==> src/rtl/prog_ram.sv <==
// CPU program/data RAM with a valid/ready bulk loader that fills every address from 0.
// Optional PROG_RAM_CLEAR_EN: reset sweeps zeros through the whole array before the CPU port opens.
module prog_ram #(
    parameter int DATA_WIDTH = 8,
    parameter int ADDR_WIDTH = 4
) (
    input  logic                  CLK,
    input  logic                  RESETn,
    input  logic [ADDR_WIDTH-1:0] ADDR,
    input  logic [DATA_WIDTH-1:0] DIN,
    output logic [DATA_WIDTH-1:0] DOUT,
    input  logic                  RI,
    input  logic                  LD_START,
    input  logic [DATA_WIDTH-1:0] LD_DATA,
    input  logic                  LD_VALID,
    output logic                  LD_READY,
    output logic                  BUSY,
    output logic                  DONE
);

    localparam int DEPTH = 1 << ADDR_WIDTH;

    typedef enum logic [1:0] {
        IDLE,
        LOAD,
        FIN
`ifdef PROG_RAM_CLEAR_EN
        , CLEAR
`endif
    } state_t;

`ifdef PROG_RAM_CLEAR_EN
    localparam state_t RESET_STATE = CLEAR;
`else
    localparam state_t RESET_STATE = IDLE;
`endif

    state_t                  state;
    state_t                  next_state;
    logic [ADDR_WIDTH-1:0]   counter;
    logic                    last_addr;
    logic                    wr_en;
    logic [ADDR_WIDTH-1:0]   wr_addr;
    logic [DATA_WIDTH-1:0]   wr_data;
    logic [DATA_WIDTH-1:0]   mem [DEPTH];

    assign last_addr = &counter;

    always_ff @(posedge CLK or negedge RESETn) begin
        if (!RESETn) begin
            state   <= RESET_STATE;
            counter <= '0;
        end else begin
            state <= next_state;
            case (state)
                IDLE: if (LD_START) counter <= '0;
                LOAD: if (LD_VALID) counter <= counter + ADDR_WIDTH'(1);
`ifdef PROG_RAM_CLEAR_EN
                CLEAR: counter <= counter + ADDR_WIDTH'(1);
`endif
                default: counter <= counter;
            endcase
        end
    end

    always_comb begin
        next_state = state;
        case (state)
            IDLE: if (LD_START) next_state = LOAD;
            LOAD: if (LD_VALID && last_addr) next_state = FIN;
            FIN:  next_state = IDLE;
`ifdef PROG_RAM_CLEAR_EN
            CLEAR: if (last_addr) next_state = IDLE;
`endif
            default: next_state = IDLE;
        endcase
    end

    // A load request in IDLE takes priority over a same-cycle CPU write.
    always_comb begin
        LD_READY = 1'b0;
        BUSY     = 1'b0;
        DONE     = 1'b0;
        wr_en    = 1'b0;
        wr_addr  = ADDR;
        wr_data  = DIN;
        case (state)
            IDLE: begin
                wr_en = RI && !LD_START;
            end
            LOAD: begin
                LD_READY = 1'b1;
                BUSY     = 1'b1;
                wr_en    = LD_VALID;
                wr_addr  = counter;
                wr_data  = LD_DATA;
            end
            FIN: begin
                DONE = 1'b1;
            end
`ifdef PROG_RAM_CLEAR_EN
            CLEAR: begin
                BUSY    = 1'b1;
                wr_en   = 1'b1;
                wr_addr = counter;
                wr_data = '0;
            end
`endif
            default: begin
                wr_en = 1'b0;
            end
        endcase
    end

    always_ff @(posedge CLK) begin
        if (wr_en) mem[wr_addr] <= wr_data;
    end

    assign DOUT = (state == IDLE && !RI) ? mem[ADDR] : '0;

endmodule

==> config.mk <==
export PLATFORM = sky130hd
export DESIGN_NAME = prog_ram
export DESIGN_NICKNAME = d
export VERILOG_FILES = /design/src/rtl/prog_ram.sv
export SDC_FILE = /design/constraint.sdc
export NUM_CORES = 1
export LEC_CHECK = 0
export CAP_MARGIN = 0
export CORE_MARGIN = 4
export CORE_UTILIZATION = 50
export CTS_CLUSTER_SIZE = 25
export DETAILED_ROUTE_END_ITERATION = 8
export PLACE_DENSITY_LB_ADDON = 0.3
export SLEW_MARGIN = 0
export SYNTH_ARGS = -nofsm -noshare
export SYNTH_HDL_FRONTEND = slang
export SYNTH_SLANG_ARGS = --single-unit
==> constraint.sdc <==
create_clock -name CLK -period 3.8 [get_ports CLK]
set_input_delay 0.76 -clock CLK [delete_from_list [all_inputs] [get_ports CLK]]
set_output_delay 0.76 -clock CLK [all_outputs]
set_load 0.1 [all_outputs]
==> results.toml <==
[yosys]
synthesis.nets = 340
synth.top_cell.area_share = 0.6801
syn_avg_cell_area_sq_um = 18.00
ys_top_cells_by_area = "edfxtp_1 (68%), mux4_2 (12%), dfrtp_1 (2.7%), nor3_2 (1.9%), nand2_1 (1.9%)"
post-synth-top-area-cell = "edfxtp_1"
yosysSeqAreaShare = 0.7067
postSynthCellCount = 314
synth_flop_cell = "edfxtp_1"
syn_area_sq_um = 5652
synth_edf_count = 128
yosys_warnings = 0
yosys_register_bits = 134
ys_types = 39
ys_async_sr_fraction = 0.04478

[drt]
vias = 3126
ant_nets = 0
wire_per_inst_microns = 23.60
drc = 0
drtIter0Drc = 301
firstDrtPassIters = 5
wl_mm = 12.34
viasPerCell = 5.977

[final_layout]
drive_gt1_frac = 0.2846
finalNetCount = 396
utilization = 0.6308
diodes = 0
fill_cells = 777
area_delta_synth_final_pct = 22.05

[pwr]
power_mw = 4.386
peakVddDrop_v = 0.0004047
power.leakage_nw = 2.332
p_per_area_nw_per_um2 = 635.9

[clocking]
cts_tree = "done"
ctsResizeCount = 0
cts_max_path_buffers = 2
clockRootBuffer = "clkbuf_16"
clk_latency_ps = 420
htree_levels = 4
numCtsBuffers = 17
cts_sinks = 134
clkTransAtPathRegs_ps = 60
post_cts_buffers = 0
cts_hold_buf = 0

[sta]
slew_viol_final = 0
max_freq_ghz = 0.2878
tightest_slew_ps = 706.2
fin_skew_ps = 11.92
setup-tns-final_ps = 0
post-route-min-period_ps = 3475
hold_viol = 0
fin_crit_sh = 0.9145
setup_viol = 0
rsz0062_at_grt = "false"
max-slew-margin-rel = 0.5267

[global_route]
grtUsageTotal = 0.2086
antenna_found_initial = 0
grt_max_degree = 36
grt_pass1_vias = 3268
overflow = 0
grt_first_pass_wirelength_mm = 19.64

[place]
hpwl_mm = 7.516
globalplace.congestion = 0.7961
port_buffers = 35

[floorplan]
placementRows = 38
initial_utilization = 0.5168
pin_count = 36
die_width_microns = 114.3
core_sq_um = 10940
dieArea_sq_um = 13070
die-height_microns = 114.3

[critical_path]
critical_path.max_stage_delay_ps = 840
cp_top_family = "buffers and inverters"
r2r_setup_slack_ps = 1060
worstSetupStartpointType = "input port"
cpMaxStageDelayCell = "clkdlybuf4s50_1"
r2r-end = "mem[3][2]$_DFFE_PP_"
rr_worst_depth = 4
crit_chain = "clkdlybuf4s50_1 -> mux4_2 -> mux2i_1 -> o211ai_1 -> buf_12"
worstSetupPathType = "in2out"
worst-endpoint-required_ps = 3040
critPathBufInv = 2
end_kind = "output pin"
rr_startpoint = "state[1]$_DFFE_PN0P_"
cp_max_fo = 12
crit_arrival_ps = 2710

[worst_hold_path]
hold_path.class = "in2async"

[flow_run]
cap_viol_max_count = 0

[status]
outcome = "finished, final reports clean"
## metal layers
layer  wire, microns  global-route usage  part of all wire  up-vias
met2            6201              0.3286              0.50      148
met3             939             0.06290             0.076       12
met5               0                   0                 0        -
met4             171             0.06809             0.014        0
li1                -                   -                 -     1383
met1            5029              0.2810              0.41     1583
## cells in the mapped netlist (all sizes together), types with 5 or more instances
library cell,n
edfxtp,128
mux4,30
nand2,29
nor3,17
buf,16
nand3,16
mux2i,10
o211ai,7
a31oi,6
dfrtp,6
inv,6
nor4bb,5
## registers in the layout, indices dropped and copies added, names as in the netlist
signal,cells
counter,4
state,2
mem,128
## cell usage in the layout (no fill, tap or decap), types with 2 or more instances in the layout
cell and n:
bufinv_16 3, and4b_1 2, inv_1 3, nand2b_1 4, dfrtp_1 6, nor2_1 4
o22ai_1 2, a21oi_1 2, nor3_1 6, nand2_1 29, edfxtp_1 128, clkinv_4 2
nor4bb_1 5, nor2b_1 2, clkbuf_16 17, o211ai_1 7, inv_2 3, clkinvlp_4 3
mux2_2 3, nand3_1 16, nor3_2 11, mux2i_1 10, buf_4 22, a22o_1 3
clkinv_1 2, a31oi_1 6, clkinv_2 2, clkdlybuf4s50_1 23, clkbuf_1 2, buf_12 10
mux4_2 30
## worst max path at each step
stage             from  endpoint  depth (start not counted)
2_1_floorplan  ADDR[0]   DOUT[5]                          5
3_3_place_gp   ADDR[1]   DOUT[7]                          6
3_5_place_dp   ADDR[2]   DOUT[3]                          5
4_1_cts        ADDR[2]   DOUT[3]                          5
5_1_grt        ADDR[2]   DOUT[3]                          5
6_report       ADDR[2]   DOUT[3]                          5
## kinds of logic after synthesis
logic type,count (synthesis),share of synthesized area
AO/OA/AOI/OAI,26,0.03277
adder cells (fa/ha/maj),1,0.002214
AND/OR/NAND/NOR,84,0.08678
buffers and inverters,25,0.02634
multiplexers,44,0.1452
flip-flops,134,0.7067
## through the flow
step	cell area (sq um)	worst slack, ps	hold WS (ps)	std cells
after floorplan	5659	100.9	464.4	314
after global placement	6309	480.0	620.8	491
after detailed placement	6309	473.5	642.3	491
after CTS	6898	359.6	602.4	523
after global routing	6898	283.1	611.5	523
final	6898	325.0	589.5	523
## area by class of cell
cell class | instances | area [sq um] | share of cell area
multi-input cells | 155 | 1516 | 0.2198
well taps | 140 | 175.2 | 0.02539
flip-flops and latches | 134 | 3994 | 0.5790
clock inverters | 13 | 156.4 | 0.02267
inverters | 6 | 22.52 | 0.003265
clock buffers | 19 | 432.9 | 0.06276
repair buffers | 56 | 600.6 | 0.08707
## report_power, final
group	internal (mW)	total [mW]	leakage, nW	switching [mW]
clock	1.03	1.63	0.278	0.599
combinational	0.262	0.789	0.824	0.528
sequential	1.89	1.97	1.23	0.0844
Power figures use the tool's default switching activity.
